### src/rtl/cam_dvp_tx.sv
// DVP camera-style frame generator: vsync/href timing plus four selectable RGB565 test patterns.
// Outputs are registered from the next-cycle timing state, so data, href, vsync and frame_done stay aligned.
module cam_dvp_tx #(
  parameter int          H_ACTIVE = 640,
  parameter int          H_BLANK  = 144,
  parameter int          V_SYNC   = 3,
  parameter int          V_BACK   = 17,
  parameter int          V_ACTIVE = 480,
  parameter int          V_FRONT  = 10,
  parameter logic [15:0] SOLID    = 16'h07FF
) (
  input  logic       clk,
  input  logic       reset,
  input  logic       en,
  input  logic [1:0] pat_sel,
  output logic [7:0] cam_data,
  output logic       cam_href,
  output logic       cam_vsync,
  output logic       frame_done
);

  localparam int LINE_LEN = 2 * H_ACTIVE + H_BLANK;
  localparam int BAR_W    = H_ACTIVE / 8;
  localparam int V_MAX_A  = (V_SYNC > V_BACK) ? V_SYNC : V_BACK;
  localparam int V_MAX_B  = (V_ACTIVE > V_FRONT) ? V_ACTIVE : V_FRONT;
  localparam int V_MAX    = (V_MAX_A > V_MAX_B) ? V_MAX_A : V_MAX_B;
  localparam int BW       = $clog2(LINE_LEN);
  localparam int LW       = (V_MAX > 1) ? $clog2(V_MAX) : 1;

  typedef enum logic [2:0] {IDLE, VSYNC, VBACK, ACTIVE, VFRONT} state_t;

  state_t          state, nxt_state;
  logic [LW-1:0]   line_cnt, nxt_line;
  logic [BW-1:0]   byte_cnt, nxt_byte;
  logic [1:0]      pat;
  logic [15:0]     pix_cnt;
  logic [15:0]     pixel;
  logic [7:0]      nxt_data;
  logic            nxt_href;
  logic            line_end;
  logic            block_end;
  logic            frame_start;
  logic            nxt_done;
  int              x_pix;

  function automatic int lines_of(input state_t s);
    case (s)
      VSYNC:   return V_SYNC;
      VBACK:   return V_BACK;
      ACTIVE:  return V_ACTIVE;
      VFRONT:  return V_FRONT;
      default: return 1;
    endcase
  endfunction

  function automatic logic [15:0] bar_color(input logic [2:0] bar);
    case (bar)
      3'd0:    return 16'hFFFF;
      3'd1:    return 16'hFFE0;
      3'd2:    return 16'h07FF;
      3'd3:    return 16'h07E0;
      3'd4:    return 16'hF81F;
      3'd5:    return 16'hF800;
      3'd6:    return 16'h001F;
      default: return 16'h0000;
    endcase
  endfunction

  // Next timing position; en only matters in IDLE and at the very end of VFRONT.
  always_comb begin
    nxt_state = state;
    nxt_line  = line_cnt;
    nxt_byte  = byte_cnt;
    line_end  = (int'(byte_cnt) == LINE_LEN - 1);
    block_end = line_end && (int'(line_cnt) == lines_of(state) - 1);
    if (state == IDLE) begin
      if (en) nxt_state = VSYNC;
    end else begin
      if (line_end) begin
        nxt_byte = '0;
        nxt_line = line_cnt + LW'(1);
      end else begin
        nxt_byte = byte_cnt + BW'(1);
      end
      if (block_end) begin
        nxt_line = '0;
        case (state)
          VSYNC:   nxt_state = VBACK;
          VBACK:   nxt_state = ACTIVE;
          ACTIVE:  nxt_state = VFRONT;
          VFRONT:  nxt_state = en ? VSYNC : IDLE;
          default: nxt_state = IDLE;
        endcase
      end
    end
  end

  always_comb begin
    x_pix = int'(nxt_byte) >> 1;
    case (pat)
      2'd0:    pixel = SOLID;
      2'd1:    pixel = bar_color(3'(x_pix / BAR_W));
      2'd2:    pixel = {5'(x_pix >> 5), 6'(int'(nxt_line) >> 3), ~5'(x_pix >> 5)};
      default: pixel = pix_cnt;
    endcase
    nxt_href    = (nxt_state == ACTIVE) && (int'(nxt_byte) < 2 * H_ACTIVE);
    nxt_data    = !nxt_href ? 8'h00 : (nxt_byte[0] ? pixel[7:0] : pixel[15:8]);
    frame_start = (nxt_state == VSYNC) && (state != VSYNC);
    nxt_done    = (nxt_state == VFRONT) && (int'(nxt_line) == V_FRONT - 1) &&
                  (int'(nxt_byte) == LINE_LEN - 1);
  end

  // Pattern and pixel counter are frozen per frame; the counter steps after each second byte.
  always_ff @(posedge clk) begin
    if (reset) begin
      state      <= IDLE;
      line_cnt   <= '0;
      byte_cnt   <= '0;
      pat        <= 2'd0;
      pix_cnt    <= 16'h0000;
      cam_data   <= 8'h00;
      cam_href   <= 1'b0;
      cam_vsync  <= 1'b0;
      frame_done <= 1'b0;
    end else begin
      state    <= nxt_state;
      line_cnt <= nxt_line;
      byte_cnt <= nxt_byte;
      if (frame_start) begin
        pat     <= pat_sel;
        pix_cnt <= 16'h0000;
      end else if (nxt_href && nxt_byte[0]) begin
        pix_cnt <= pix_cnt + 16'h0001;
      end
      cam_data   <= nxt_data;
      cam_href   <= nxt_href;
      cam_vsync  <= (nxt_state == VSYNC);
      frame_done <= nxt_done;
    end
  end

endmodule

### config.mk
export PLATFORM = sky130hd
export DESIGN_NAME = cam_dvp_tx
export DESIGN_NICKNAME = d
export VERILOG_FILES = /design/src/rtl/cam_dvp_tx.sv
export SDC_FILE = /design/constraint.sdc
export NUM_CORES = 1
export LEC_CHECK = 0
export BUFFER_PORTS_ARGS = -buffer_cell sky130_fd_sc_hd__buf_2
export CAP_MARGIN = 40
export CORE_MARGIN = 3
export CORE_UTILIZATION = 45
export CTS_BUF_LIST = sky130_fd_sc_hd__clkbuf_16
export DETAILED_ROUTE_END_ITERATION = 8
export GPL_TIMING_DRIVEN = 0
export SLEW_MARGIN = 20
export SYNTH_ARGS = -nofsm -noshare
export SYNTH_HDL_FRONTEND = slang
export SYNTH_SLANG_ARGS = --single-unit
### constraint.sdc
create_clock -name clk -period 3.8 [get_ports clk]
set_input_delay 0.19 -clock clk [delete_from_list [all_inputs] [get_ports clk]]
set_output_delay 0.19 -clock clk [all_outputs]
set_load 0.1 [all_outputs]
[Word level (Yosys, flattened, before mapping)]
Index checks and enable logic that the tools add are counted.
Storage, ports and cells
  register bits: 52
  latch bits: 0
  bits in writable memories: 0
  ROM bits: 0
  input port bits: 5
  output and inout port bits: 11
  word-level logic and storage cells: 62
  memories kept: 0
Operators by class
  $add $sub $neg: 4
  multiply operators: 0
  divide/modulo/power cells: 1
  order comparisons: 1
  equal/unequal tests: 20
  shift-type cells: 0
  muxes and demuxes: 14
  bitwise gates (word level): 2
  reduce and logical (&&, ||, !) cells: 11
Operators with widths (count)
  $pmux W16 S7: 1
  $pmux W16 S3: 1
  $pmux W9 S4: 1
  $div A11 B8 Y32 const B: 1
  $eq A10 B32 Y1: 1
  $sub A32 B2 Y32 const B: 1
  $mux W9: 3
  $eq A11 B11 Y1 const B: 2
  $mux W11: 2
  $add A16 B1 Y16 const B: 1
  $eq A3 B2 Y1 const B: 5
  $eq A3 B3 Y1 const B: 5
  $pmux W3 S4: 1
  $add A11 B1 Y11 const B: 1
  $lt A11 B11 Y1 const B: 1
  $add A9 B1 Y9 const B: 1
  $eq A3 B1 Y1 const B: 3
  $eq A9 B5 Y1 const B: 1
  $mux W3: 3
  $mux W8: 1
  $logic_and A1 B1 Y1: 6
  $logic_not A3 Y1: 2
  $not A5 Y5: 1
  $reduce_or A2 Y1: 2
  6 further kinds: 6

[Depth between registers and ports, before layout]
  depth after elaboration: 11
  depth in mapped cells: 20
  mapped depth without buffers: 16

[Least setup slack after synthesis]
No wires, ideal clock.
  path kind: register to register
  start point: register state[2]
  end point: register pix_cnt[10]
  library setup time: 0.070 ns
  arrival time: 4.076 ns
  data required time: 3.730 ns
  setup slack: -0.347 ns
  cell stages (with the launch flop): 19
  buffers on the path: 2
  period minus slack after synthesis: 4.147 ns
  cells stage by stage: dfxtp_1 nand2b_1 nor2_1 inv_1 nand2_1 ha_1 ha_1 and2_1 ha_1 or4_1 a311oi_2 nand4_2 buf_6 o31ai_4 o22ai_2 or3_4 buf_6 or4_1 a21oi_1
On the way
  word-level cells in the longest chain between the ends: 10
  elaborated cells on any way between the ends: 22
  classes of those cells: 1 x add/sub; 1 x order compare; 8 x eq/ne; 6 x mux; 6 x reduce/logical
RTL lines
  from (decl): line 32  | state_t state, nxt_state;
  from (signal assigned): line 126  | state <= nxt_state;
  $eq A3 B3 Y1 (tied with other cells): line 47, 87
  $pmux W9 S4: line 47  | case (s)
  $sub A32 B2 Y32: line 75  | block_end = line_end && (int'(line_cnt) == lines_of(state) - 1);
  $eq A10 B32 Y1: line 75
  $logic_and A1 B1 Y1: line 75
  $mux W3: line 85  | if (block_end) begin
  $mux W3: line 76  | if (state == IDLE) begin
  $eq A3 B1 Y1 / $eq A3 B2 Y1 (equally long branches): line 108, 106
  $logic_and A1 B1 Y1 (on tied branches): line 108, 106
  $reduce_or A2 Y1 (no source line) / $logic_and A1 B1 Y1 (equally long branches)
  to (signal assigned): line 133  | pix_cnt <= pix_cnt + 16'h0001;
  to (decl): line 36  | logic [15:0] pix_cnt;
Parallel ways exist; a longest one is shown, timed or not.
A chain may end at the register's enable or synchronous reset.

[Final worst setup path]
  start point: register state[2]
  end point: register pix_cnt[13]
The elaborated chain is that of the path after synthesis.

==> metrics.txt <==
transition at the pin with the smallest max-transition slack=849 ps; Tot Pwr=around 2500 uW; maximum clock insertion buffer count=2; clock sink total=52; number of instances in the synthesized netlist=453; async set-reset flop share out of synthesis=0; die height=roughly 95 um; maximum operating frequency=between 200 and 250 MHz; class of the tightest hold or removal check=in -> reg; Post-Synthesis Net Count=467; GPL Wtd Cong=between 0.8 and 0.9; number of violations of the max-capacitance limit=0; fraction of final layout cells with drive strength greater than 1=0.278; floorplan die width=about 95 um; routed wire length per instance=~19 um; synthesized cell area=3560 sq um; sequential area share after synthesis=0.293; sw frac=0.413; count of cell types in the netlist=66; number of inserted diodes=0; failing checks=negative setup slack; global-route congestion overflow total=0; global-route wire length before repair=17500 um; DR vias=3787; std cell rows=31; final layout net count=516; share of power burned in registers=0.243; number of hold-slack violations in the final timing report=0; final sum of negative setup slack=-3880 ps; worst slew margin relative to its limit=0.430; Root Driver=clkbuf_16; kind of start point of the critical path=register; Critical Path Fanout Max=5; outcome=complete, but fails checks; arrival time at the worst endpoint=4340 ps; worst slack after detailed placement=-517 ps; FF-to-FF Start=state[2]; area enclosed by the die boundary=9010 sq um; count of buffers inserted at the top-level ports=14; DP HPWL=7620 um; I/O pin count=16; Vias per Instance=6.29; per-instance average area after synthesis=about 7.9 sq um; clock-pin slew on the worst setup and hold paths=70 ps; post-synthesis register bit count=52; setup ws final=-305 ps; number of slew-limit violations in the final report=0; GRT Util Overall=0.246; power dissipated by switching net loads=~1000 uW; count of TritonRoute iterations in the first routing pass=5; Finished Cell Area=about 4600 sq um; Layout Utilization=0.614; proportion of power drawn by combinational gates=0.576; Power per Cell Area=around 550 nW/um^2; fill cell total of the finished layout=657; maximum number of pins on one net before global-route repair=17; clock latency reported for the late side of the worst-skew pair=a little under 300 ps; number of antenna violations at the first check in global routing=0; post-layout minimum cycle time=4110 ps; TritonCTS clock tree=yes; period utilization=1.08; count of flip-flops with a built-in enable after synthesis=0; type of the setup path with the least slack=reg -> reg; commonest register cell after synthesis=dfxtp_1; data required time at the worst endpoint=4030 ps; total wire length after detailed routing=11300 um; fraction of power consumed by the clock network=0.180; number of DRC violations after detailed-routing iteration 0=212; effective utilization at floorplan=0.478; startpoint of the tightest hold check path=pat_sel[1]; synthesis warning total=0; worst setup path startpoint=state[2]; largest voltage drop on the vdd net=0.250 mV; total placed instance area=3820 sq um; H-Tree Depth=2; post-route ant nets=0; core box area=7450 sq um; DRC viols=0; unrepaired setup endpoints after global routing=yes; Lkg Pwr=0.00164 uW; cell-internal power=1480 uW; number of global-route vias before repair=~3500; TritonCTS buffer count=5; Critical Path End Type=register; Fin Clk Skew=6.22 ps; synth-to-layout area growth=28.6%; final setup violating endpoints=21
-- flip-flops by register name, indices dropped and copies added (netlist names) --
name        cells
cam_vsync       1
cam_href        1
byte_cnt       11
line_cnt        9
pat             2
cam_data        8
pix_cnt        16
frame_done      1
state           3
-- power groups by stage --
stage	logic (uW)	clock network [uW]	registers, uW
2_1_floorplan	699	0	649
3_3_place_gp	914	0	620
3_5_place_dp	923	0	622
4_1_cts	1190	462	611
5_1_grt	1550	487	619
6_report	1460	455	615
-- placed cells by master (no fill, tap or decap), types with 8 or more instances in the layout --
master and count:
nand2_1 34, buf_4 21, nor2_1 39, o21ai_0 12
xor2_1 10, xnor2_1 13, or4_4 8, inv_1 8
clkbuf_1 19, nor3_1 8, buf_2 14, dfxtp_1 49
or3_1 9, buf_6 14, and3_1 10, a21oi_1 29
nor4_1 8, nand4_1 9, nand3_1 22
-- per-stage QoR --
stage	std cells	hold WS, ps
floorplan	453	334
global placement	566	450
detailed placement	566	456
CTS	588	154
global route	602	166
finish	602	161
-- final timing paths --
check,to,depth (start not counted),slack (ps)
min,pat[1],3,160
min reg2reg,byte_cnt[1],2,500
max reg2reg,pix_cnt[13],17,-310
max,pix_cnt[13],17,-310
-- area by class of cell --
class / instances / area [sq um] / share of cell area
Inverter: 11 / 41.3 / 0.00903
Clock inverter: 3 / 20.0 / 0.00438
Multi-Input combinational cell: 361 / 2720 / 0.594
Sequential cell: 52 / 1050 / 0.229
Tap cell: 99 / 124 / 0.0271
Timing Repair Buffer: 45 / 353 / 0.0772
Buffer: 26 / 146 / 0.0320
Clock buffer: 5 / 125 / 0.0274
-- worst max-delay path, stage by stage, from the launching register on --
cell and delay, ps:
dfxtp_4 380, buf_8 100, xor2_1 160, nand2b_1 120, ha_4 200, ha_4 160, and2_4 140, ha_4 140
or4_4 420, a311oi_4 290, nand4_4 170, buf_6 170, o31ai_4 230, o22ai_4 130, or3_4 450, buf_6 150
or4_4 510, a21oi_2 130
-- cells in the mapped netlist (5+ instances only) --
cell,instances,area share
or4_1,10,0.021
nand4_1,9,0.016
nor3_1,10,0.014
dfxtp_1,52,0.29
or3_1,9,0.016
xnor2_1,14,0.034
or2_2,5,0.0088
o21ai_0,12,0.017
and4_1,6,0.015
nor2_1,39,0.041
a21o_1,7,0.015
nand2b_1,5,0.0088
a21oi_1,36,0.051
a211oi_1,5,0.011
inv_1,10,0.011
xor2_1,10,0.025
and2_1,7,0.012
and3_1,13,0.023
nor4_1,12,0.021
o31ai_1,15,0.032
ha_1,9,0.032
clkbuf_1,24,0.025
nand3_1,22,0.031
nand2_1,36,0.038
-- cells by family (layout without fill, tap and decap cells) --
| group | Yosys count | count (layout) | synth area share |
|---|---|---|---|
| mux | 6 | 6 | 0.0176 |
| buf+inv | 40 | 90 | 0.0482 |
| compound gates | 123 | 123 | 0.245 |
| simple gates | 197 | 197 | 0.300 |
| xor+xnor | 24 | 24 | 0.0591 |
| fa+ha+maj | 11 | 11 | 0.0373 |
| flops | 52 | 52 | 0.293 |
-- what timing repair did --
item | 4_1_cts | 5_1_grt
pin swaps | 25 | 13
buffers inserted | 15 | 15
endpoints found under the setup margin | 26 | 27
cloned | 1 | 0
hold buffers | 0 | 0
gates resized for setup | 37 | 50
-- per-layer routing --
metal	vias up	GRT usage	routed length, um
met3	18	0.0303	559
met5	-	0	0
met1	1826	0.330	4920
met2	134	0.408	5600
li1	1809	-	-
met4	0	0.0793	202
Power figures use the tool's default switching activity.
